**config.mk**
```make
export PLATFORM = sky130hd
export DESIGN_NAME = ysyx_24100006_ifu
export DESIGN_NICKNAME = d
export VERILOG_FILES = /design/src/rtl/ysyx_24100006_ifu_pkg.sv /design/src/rtl/ysyx_24100006_pc_reg.sv /design/src/rtl/ysyx_24100006_ifu.sv
export SDC_FILE = /design/constraint.sdc
export NUM_CORES = 1
export LEC_CHECK = 0
export BUFFER_PORTS_ARGS = -buffer_cell sky130_fd_sc_hd__buf_4
export CORE_AREA = 5 5 92 128
export CTS_BUF_LIST = sky130_fd_sc_hd__clkbuf_4 sky130_fd_sc_hd__clkbuf_8
export CTS_CLUSTER_DIAMETER = 50
export DETAILED_ROUTE_END_ITERATION = 16
export DIE_AREA = 0 0 97 133
export PLACE_DENSITY = 0.77
export REMOVE_ABC_BUFFERS = 1
export SKIP_CTS_REPAIR_TIMING = 1
export SLEW_MARGIN = 0
export SYNTH_ARGS = -nofsm -noshare
export SYNTH_HDL_FRONTEND = slang
export SYNTH_SLANG_ARGS = --single-unit
```
**constraint.sdc**
```tcl
create_clock -name clk -period 2.2 [get_ports clk]
set_input_delay 0.22 -clock clk [delete_from_list [all_inputs] [get_ports clk]]
set_output_delay 0.22 -clock clk [all_outputs]
set_load 0.005 [all_outputs]
```
**src/rtl/ysyx_24100006_ifu_pkg.sv**
```systemverilog
// Shared types and constants for the ysyx_24100006 instruction fetch unit.
package ysyx_24100006_ifu_pkg;

    localparam int unsigned XLEN    = 32;
    localparam int unsigned STATE_W = 3;
    localparam int unsigned RESP_W  = 2;

    typedef enum logic [STATE_W-1:0] {
        S_REQ      = 3'd0,
        S_WAIT_R   = 3'd1,
        S_HOLD     = 3'd2,
        S_WAIT_NPC = 3'd3,
        S_ERR      = 3'd4
    } ifu_state_e;

    localparam logic [RESP_W-1:0] RESP_OKAY        = 2'b00;
    localparam logic [XLEN-1:0]   DEFAULT_RESET_PC = 32'h8000_0000;

    // Instruction fetches must be word aligned.
    function automatic logic is_word_aligned(input logic [XLEN-1:0] addr);
        return addr[1:0] == 2'b00;
    endfunction

endpackage

```
**src/rtl/ysyx_24100006_pc_reg.sv**
```systemverilog
// Architectural PC register: async reset to RESET_PC, loads pc_d when load is high.
module ysyx_24100006_pc_reg
    import ysyx_24100006_ifu_pkg::*;
#(
    parameter logic [XLEN-1:0] RESET_PC = DEFAULT_RESET_PC
) (
    input  logic            clk,
    input  logic            rst_n,
    input  logic            load,
    input  logic [XLEN-1:0] pc_d,
    output logic [XLEN-1:0] pc_q
);

    always_ff @(posedge clk or negedge rst_n) begin
        if (!rst_n) begin
            pc_q <= RESET_PC;
        end else if (load) begin
            pc_q <= pc_d;
        end
    end

endmodule

```
**src/rtl/ysyx_24100006_ifu.sv**
```systemverilog
// Multi-cycle instruction fetch unit: one AR/R read per instruction, hand-off to
// decode over valid/ready, then wait for the next PC from EX.
module ysyx_24100006_ifu
    import ysyx_24100006_ifu_pkg::*;
#(
    parameter logic [XLEN-1:0] RESET_PC = DEFAULT_RESET_PC
) (
    input  logic              clk,
    input  logic              rst_n,
    input  logic [XLEN-1:0]   npc,
    input  logic              npc_valid,
    output logic [XLEN-1:0]   araddr,
    output logic              arvalid,
    input  logic              arready,
    input  logic [XLEN-1:0]   rdata,
    input  logic [RESP_W-1:0] rresp,
    input  logic              rvalid,
    output logic              rready,
    output logic [XLEN-1:0]   inst,
    output logic [XLEN-1:0]   inst_pc,
    output logic              inst_valid,
    input  logic              inst_ready,
    output logic              fetch_err,
    output logic [XLEN-1:0]   err_pc
);

    ifu_state_e      state_q;
    ifu_state_e      state_d;
    logic [XLEN-1:0] pc_q;
    logic            pc_load;
    logic [XLEN-1:0] inst_q;
    logic [XLEN-1:0] inst_d;
    logic [XLEN-1:0] err_pc_q;
    logic [XLEN-1:0] err_pc_d;

    ysyx_24100006_pc_reg #(
        .RESET_PC (RESET_PC)
    ) u_pc_reg (
        .clk   (clk),
        .rst_n (rst_n),
        .load  (pc_load),
        .pc_d  (npc),
        .pc_q  (pc_q)
    );

    // State and fetch-result registers.
    always_ff @(posedge clk or negedge rst_n) begin
        if (!rst_n) begin
            state_q  <= S_REQ;
            inst_q   <= '0;
            err_pc_q <= '0;
        end else begin
            state_q  <= state_d;
            inst_q   <= inst_d;
            err_pc_q <= err_pc_d;
        end
    end

    // Next-state logic.
    always_comb begin
        state_d = state_q;
        unique case (state_q)
            S_REQ: begin
                if (arready) state_d = S_WAIT_R;
            end
            S_WAIT_R: begin
                if (rvalid) state_d = (rresp == RESP_OKAY) ? S_HOLD : S_ERR;
            end
            S_HOLD: begin
                if (inst_ready) state_d = S_WAIT_NPC;
            end
            S_WAIT_NPC: begin
                if (npc_valid) state_d = is_word_aligned(npc) ? S_REQ : S_ERR;
            end
            S_ERR: begin
                state_d = S_ERR;
            end
            default: begin
                state_d = S_ERR;
            end
        endcase
    end

    // Handshake decodes and datapath register updates.
    always_comb begin
        arvalid   = 1'b0;
        rready    = 1'b0;
        inst_valid = 1'b0;
        fetch_err = 1'b0;
        pc_load   = 1'b0;
        inst_d    = inst_q;
        err_pc_d  = err_pc_q;
        unique case (state_q)
            S_REQ: begin
                arvalid = 1'b1;
            end
            S_WAIT_R: begin
                rready = 1'b1;
                if (rvalid) begin
                    if (rresp == RESP_OKAY) inst_d = rdata;
                    else                    err_pc_d = pc_q;
                end
            end
            S_HOLD: begin
                inst_valid = 1'b1;
            end
            S_WAIT_NPC: begin
                if (npc_valid) begin
                    pc_load = 1'b1;
                    if (!is_word_aligned(npc)) err_pc_d = npc;
                end
            end
            S_ERR: begin
                fetch_err = 1'b1;
            end
            default: begin
                fetch_err = 1'b1;
            end
        endcase
    end

    assign araddr  = pc_q;
    assign inst_pc = pc_q;
    assign inst    = inst_q;
    assign err_pc  = err_pc_q;

endmodule

```
==> metrics.csv, run 1 <==
metric,value,unit
status,completed,
data arrival time of the worst path,2170,ps
largest family of logic cells by synthesized area,multiplexers,
IO buf count,203,
Worst VDD drop,0.580,mV
GRT busiest layer,met2,
die area,12900,sq um
setup TNS,0,ps
"commonest non-fill, non-tap cell in the layout",buf_4,
complex-gate fraction of the synthesized area,0.436,%
DRT iter0 DRCs,49,
Non-Filler Instances,613,
global-route wire length before repair,16800,um
Max transition margin,67.4,%
Finished Core Util,58.3,%
flop2flop setup slack,270,ps
Slew Limit Fails,0,
Worst Tran Pin Value,489,ps
post-synthesis sequential area ratio,54.0,%
Setup-failing EPs final,0,
later-pin clock latency in the skew report,350,ps
Post-DP HPWL,7800,um
XOR/XNOR share of the synthesized area,0,%
met3 Usage GRT,6.86,%
Layout area overhead,35.3,%
clock transition at the registers of the reported paths,90,ps
cell area after layout,6210,sq um
Core Area,10600,sq um
Detail Route Antenna Nets,0,
initial antenna violation count,0,
leading area contributor after synthesis,dfrtp_1,
CTS H-tree depth,3,
Post-Syn Instances,294,
fin crit share,87.7,%
vias post-DR,2921,
Adder-Cell Fraction of Synth Area,0,%
GP Congestion,0.773,
Hold Fails Final Rpt,0,
Placed Cells,596,
Synth cell types,23,
post-layout min period,1930,ps
mux cell area share after synthesis,34.8,%
Num CTS Buffers,9,
Setup WS pre-CTS,257,ps
Die Ht,133,um
dpl cell area,6010,sq um
largest net degree at the start of global routing,48,
achievable frequency,0.518,GHz
DR WL/cell,16.9,um
Die X-Extent,97,um
post-synth top area share,53.4,%
Root Driver,clkbuf_8,
DRT Pass-1 Iters,4,
DR vias/cell,4.77,
M2 GR Usage,28.8,%
clk sinks,99,
clock skew,7.45,ps
Leakage,0.00340,uW
GRT Total Usage,16.0,%
DRC viols,0,
GRT overflow,0,
cell row count,45,
startpoint types,flip-flop,
mean post-synth cell area,15.6,sq um
met1 usage,17.0,%
share of cells above drive strength 1,74.4,%
vias in the first global route,3389,
Starting Density,43.1,%
Ys Warns,0,
"Cell Area, Synth",4590,sq um
WS Path Type,flip-flop to flip-flop,
CTS tree,built,
diodes inserted,0,
Total Routed Length,10400,um
post-synthesis simple-gate area fraction,2.51,%
nets,539,
top post-synthesis cells by area,"dfrtp_1 (53%), mux2_2 (21%), mux2_4 (11%)",
Power Dens Cells,880,nW/um^2
Max Root-Sink Buffers,2,
most frequent cells in the layout,"buf_4 (204), dfrtp_1 (98), mux2_2 (85)",
Worst setup EP type,flip-flop,
Ports,204,
final worst slack,270,ps
crit path max fanout,28,
"FF+latch count, synth",99,
Max-cap violations,0,
unrepaired setup endpoints after global routing,false,
hold crit path type,input port to flip-flop,
"Data required, critical path",2440,ps
final timing paths:
| path | startpoint | endpoint | cells past startpoint |
|---|---|---|---|
| setup / recovery | state_q[1] | err_pc[17] | 5 |
| hold / removal | rdata[13] | inst[13] | 2 |
| setup reg to reg | state_q[1] | err_pc[17] | 5 |
| hold reg to reg | err_pc[4] | err_pc[4] | 1 |
| max in group asynchronous | rst_n | u_pc_reg.pc_q[31] | 3 |
| min in group asynchronous | rst_n | err_pc[10] | 2 |
power breakdown:
part	internal, uW	switching (uW)	leakage, uW
Sequential	2280	327	0.00131
Combinational	1200	520	0.00198
Clock	548	587	0.000104
flip-flops by register name (all words and copies together), names as in the netlist:
name	count
err_pc	32
inst	32
state_q	3
u_pc_reg.pc_q	32
stage by stage:
| stage | total power [uW] | hold WS [ps] |
|---|---|---|
| 2_1_floorplan | 3260 | -75.6 |
| 3_3_place_gp | 4320 | 201 |
| 3_5_place_dp | 4400 | 206 |
| 4_1_cts | 5570 | -199 |
| 5_1_grt | 5810 | 62.4 |
| 6_report | 5460 | 97.6 |
worst max-delay path, cell delays in order, from the launching register on:
cell	delay, ps
dfrtp_1	500
nand2b_1	250
nor4_4	200
nand3b_4	260
buf_12	260
mux2_4	330
kinds of logic after synthesis:
logic type             Yosys count
AOI/OAI and AO/OA                2
buffers and inverters           48
DFF                             99
muxes                          131
and+or+nand+nor                 14
cell usage after synthesis, drive strengths merged:
cell,number
nor2b,1
a211o,1
clkbuf,1
nor4,1
buf,46
dfrtp,98
nor2,2
dfstp,1
nand3,1
nand2b,2
inv,1
nor3,2
mux2,128
o31a,1
nand2,4
mux2i,3
nand3b,1
cell type report:
cell class,instances,area (sq um)
repair buffers,209,1620
inverters,1,3.75
clock buffers,11,139
multi-input cells,147,1740
well taps,141,176
flip-flops and latches,99,2480
clock inverters,5,53.8
fillers,877,4430
routing by layer:
metal  wire, um  part of all wire, %  vias to the layer above
met3       1000                  9.7                        7
met4         87                 0.84                        0
met2       5430                   52                      128
met1       3850                   37                     1450
met5          0                    0                        -
li1           -                    -                     1336
No activity file was read; power rests on OpenSTA's default activity.
==> run 2: changes to the inputs <==
--- a/config.mk
+++ b/config.mk
@@ -6,12 +6,12 @@
 export NUM_CORES = 1
 export LEC_CHECK = 0
 export BUFFER_PORTS_ARGS = -buffer_cell sky130_fd_sc_hd__buf_4
-export CORE_AREA = 5 5 92 128
+export CORE_AREA = 5 5 107 109
 export CTS_BUF_LIST = sky130_fd_sc_hd__clkbuf_4 sky130_fd_sc_hd__clkbuf_8
 export CTS_CLUSTER_DIAMETER = 50
 export DETAILED_ROUTE_END_ITERATION = 16
-export DIE_AREA = 0 0 97 133
-export PLACE_DENSITY = 0.77
+export DIE_AREA = 0 0 112 114
+export PLACE_DENSITY = 0.78
 export REMOVE_ABC_BUFFERS = 1
 export SKIP_CTS_REPAIR_TIMING = 1
 export SLEW_MARGIN = 0
==> run 2 against run 1 <==
Against the previous run: hold slack got worse by 1.3 ps; clock power about the same; total power decreased by 0.18%; non-clock buffer count increased by 3; critical endpoint is now err_pc[1]; largest cell class unchanged.
==> metrics.csv, run 2 (synthesis results as in run 1) <==
metric,value,unit
status,completed,
global-route wire length before repair,16900,um
Worst Tran Pin Value,542,ps
GRT Total Usage,16.6,%
crit path max fanout,15,
CTS H-tree depth,3,
vias post-DR,2971,
DRT iter0 DRCs,84,
share of cells above drive strength 1,74.5,%
unrepaired setup endpoints after global routing,false,
setup TNS,0,ps
Max Root-Sink Buffers,2,
hold slack,96.4,ps
"commonest non-fill, non-tap cell in the layout",buf_4,
"delay-heaviest family, CP",simple AND/OR/NAND/NOR gates,
diodes inserted,0,
Die Ht,114,um
data arrival time of the worst path,2200,ps
Worst VDD drop,0.472,mV
die area,12800,sq um
crit-path cells,nand2b_1 > nor4_4 > nand3b_4 > buf_4 > mux2_2,
Worst setup EP type,flip-flop,
Post-DP HPWL,7900,um
slowest CP cell,dfrtp_1,
most frequent cells in the layout,"buf_4 (208), dfrtp_1 (98), mux2_2 (85)",
GRT overflow,0,
DRC viols,0,
Power Dens Cells,878,nW/um^2
Layout area overhead,35.4,%
DRT Pass-1 Iters,4,
Leakage,0.00340,uW
clock skew,7.50,ps
"Data required, critical path",2440,ps
IO buf count,203,
cell row count,38,
Bufs and invs on worst path,1,
final worst slack,231,ps
Max transition margin,63.8,%
Setup-failing EPs final,0,
fin crit share,89.5,%
Num CTS Buffers,9,
DR vias/cell,4.83,
vias in the first global route,3330,
startpoint types,flip-flop,
CTS tree,built,
Setup WS pre-CTS,226,ps
GP Congestion,0.761,
Die X-Extent,112,um
Placed Cells,598,
achievable frequency,0.508,GHz
clk sinks,99,
Finished Core Util,59.1,%
initial antenna violation count,0,
later-pin clock latency in the skew report,350,ps
Core Area,10500,sq um
Total Routed Length,10400,um
post-layout min period,1970,ps
nets,542,
Hold Fails Final Rpt,0,
Root Driver,clkbuf_8,
Detail Route Antenna Nets,0,
WS Path Type,flip-flop to flip-flop,
"slowest stage delay, CP",500,ps
Starting Density,43.7,%
clock transition at the registers of the reported paths,90,ps
DR WL/cell,17.0,um
Slew Limit Fails,0,
Non-Filler Instances,615,
Max-cap violations,0,
largest net degree at the start of global routing,48,
Ports,204,
hold crit path type,input port to flip-flop,
run 2: cell count changes in the layout (fill, tap and decap cells not counted), sizes merged:
| cell | previous run | this run |
|---|---|---|
| buf | 208 | 211 |
| clkbuf | 11 | 14 |
| clkinv | 4 | 2 |
| bufinv | 1 | 0 |
run 2: area by class of cell:
cell class	count	area (sq um)
clock buffers	14	180
clock inverters	2	10.0
fillers	842	4290
inverters	1	3.75
multi-input cells	147	1740
flip-flops and latches	99	2480
well taps	140	175
repair buffers	212	1630
run 2: through the flow:
stage               area, sq um  power [uW]
floorplan                  4210        3260
CTS                        6200        5550
global route               6210        5800
global placement           6010        4350
detailed placement         6010        4410
finish                     6210        5450
run 2: path summary, 6_finish.rpt:
path                            start                 to  slack (ps)  cells past startpoint
max                        state_q[1]          err_pc[1]         230                      5
min in group asynchronous       rst_n          err_pc[3]         390                      2
min                         rdata[21]           inst[21]         100                      2
max reg2reg                state_q[1]          err_pc[1]         230                      5
max in group asynchronous       rst_n  u_pc_reg.pc_q[10]        1150                      3
min reg2reg                  inst[20]           inst[20]         510                      1
run 2: worst reg2reg max path: cells and delay by family (launching register included):
family | cells | cell delay, ps
buffers and inverters | 1 | 210
AND/OR/NAND/NOR | 3 | 820
multiplexers | 1 | 330
flip-flops | 1 | 500
run 2: layer usage:
layer  vias up  wire length, um  global-route usage (%)
li1       1350                -                       -
met1      1487             4000                    19.4
met2       124             5270                    27.9
met3        10             1040                    6.15
met4         0              131                    6.81
met5         -                0                       0
run 2: power breakdown:
part | switching [uW] | total [uW] | leakage (uW) | internal (uW)
Combinational | 522 | 1730 | 0.00199 | 1210
Sequential | 335 | 2610 | 0.00131 | 2280
Clock | 582 | 1110 | 0.000103 | 528
Total | 1440 | 5450 | 0.00340 | 4010
==> run 3: changes to the inputs <==
--- a/config.mk
+++ b/config.mk
@@ -14,7 +14,7 @@
 export PLACE_DENSITY = 0.78
 export REMOVE_ABC_BUFFERS = 1
 export SKIP_CTS_REPAIR_TIMING = 1
-export SLEW_MARGIN = 0
+export SLEW_MARGIN = 20
 export SYNTH_ARGS = -nofsm -noshare
 export SYNTH_HDL_FRONTEND = slang
 export SYNTH_SLANG_ARGS = --single-unit
==> constraint.sdc (replaced) <==
create_clock -name clk -period 2.2 [get_ports clk]
set_input_delay 0.33 -clock clk [delete_from_list [all_inputs] [get_ports clk]]
set_output_delay 0.33 -clock clk [all_outputs]
set_load 0.005 [all_outputs]
==> run 3 against run 2 <==
Against the previous run: non-clock buffer count decreased by 1; sequential share of layout area decreased by 0.088 points; critical path depth did not move; register-to-register slack improved by 30 ps; clock skew up 2.0 ps; first-iteration DRC count down 18%; fmax grew 1.5%; sequential power about the same; critical endpoint unchanged; cell count decreased by 0.16%; routed wire length is 2.4% higher; hold slack improved by 99 ps; die area is the same.
==> metrics.csv, run 3 (synthesis results as in run 1) <==
metric,value,unit
status,completed,
vias post-DR,2954,
hold path cells,2,
"commonest non-fill, non-tap cell in the layout",buf_4,
diodes inserted,0,
"Data required, critical path",2450,ps
DRT Pass-1 Iters,4,
later-pin clock latency in the skew report,360,ps
Layout area overhead,35.7,%
most frequent cells in the layout,"buf_4 (206), dfrtp_1 (98), mux2_2 (85)",
share of cells above drive strength 1,74.5,%
Starting Density,43.7,%
Power Dens Cells,884,nW/um^2
R2R depth,5,
Post-DP HPWL,8150,um
CTS tree,built,
CTS H-tree depth,3,
slowest CP cell,dfrtp_1,
hold endpoint,inst[10],
Hold Fails Final Rpt,0,
Bufs and invs on worst path,1,
IO buf count,203,
hold crit path type,input port to flip-flop,
clk sinks,99,
Slew Limit Fails,0,
total power,5510,uW
nets,541,
"slowest stage delay, CP",500,ps
Leakage,0.00341,uW
Non-Filler Instances,614,
setup TNS,0,ps
Root Driver,clkbuf_8,
die area,12800,sq um
DR WL/cell,17.4,um
Die X-Extent,112,um
startpoint types,flip-flop,
Hold Startpoint,rdata[10],
achievable frequency,0.515,GHz
post-layout min period,1940,ps
Die Ht,114,um
DRC viols,0,
largest net degree at the start of global routing,54,
fin crit share,88.2,%
GRT overflow,0,
data arrival time of the worst path,2190,ps
WS Path Type,flip-flop to flip-flop,
Max-cap violations,0,
Max transition margin,67.3,%
Ports,204,
Detail Route Antenna Nets,0,
unrepaired setup endpoints after global routing,false,
Max Root-Sink Buffers,2,
Total Routed Length,10700,um
Core Area,10500,sq um
GP Congestion,0.760,
Setup-failing EPs final,0,
crit path max fanout,13,
DR vias/cell,4.81,
Worst Tran Pin Value,491,ps
GRT Total Usage,16.9,%
initial antenna violation count,0,
vias in the first global route,3275,
"delay-heaviest family, CP",simple AND/OR/NAND/NOR gates,
flop2flop setup slack,260,ps
clock skew,9.49,ps
Num CTS Buffers,9,
crit-path cells,nand2b_1 > nor4_4 > nand3b_4 > buf_4 > mux2_2,
global-route wire length before repair,17000,um
r2r startpoint,state_q[1],
Worst setup EP type,flip-flop,
clock transition at the registers of the reported paths,90,ps
cell row count,38,
Fillers,856,
Worst VDD drop,0.435,mV
DRT iter0 DRCs,69,
R2R Path End,err_pc[1],
Placed Cells,597,
[run 3: area by class of cell]
cell class              count  area [sq um]  share of cell area [%]
clock inverters             1          5.00                  0.0804
well taps                 140           175                    2.81
multi-input cells         147          1740                    27.9
inverters                   1          3.75                  0.0603
repair buffers            211          1640                    26.3
clock buffers              15           194                    3.11
flip-flops and latches     99          2480                    39.8
[run 3: metrics by stage]
stage	hold WS (ps)	area, sq um	worst slack [ps]	utilization, %
global placement	316	6020	333	57.3
global route	175	6230	172	59.3
floorplan	34.4	4210	89.3	-
CTS	-79.5	6220	251	59.2
detailed placement	324	6020	266	57.3
finish	195	6230	260	59.3
[run 3: per-layer routing]
metal  up-vias  wire length (um)  global-route usage (%)
met1      1475              3920                    18.9
li1       1344                 -                       -
met3        11              1000                    5.78
met5         -                 0                       0
met2       124              5610                    29.9
met4         0               158                    6.25
[run 3: worst register-to-register path, cell delays in order (launching register included)]
cell and delay (ps):
dfrtp_1 500, nand2b_1 240, nor4_4 190, nand3b_4 360, buf_4 210, mux2_2 330
[run 3: worst max path at each step]
stage | start | end | cells past startpoint
final | state_q[1] | err_pc[1] | 5
after global routing | state_q[1] | err_pc[1] | 5
after CTS | state_q[1] | err_pc[1] | 5
after detailed placement | state_q[1] | err_pc[1] | 5
after global placement | state_q[1] | err_pc[1] | 5
after floorplan | state_q[2] | u_pc_reg.pc_q[0] | 3
[run 3: where the power goes]
part           internal, uW  total (uW)  switching [uW]
Clock                   561        1160             595
Sequential             2280        2610             333
Combinational          1210        1740             527
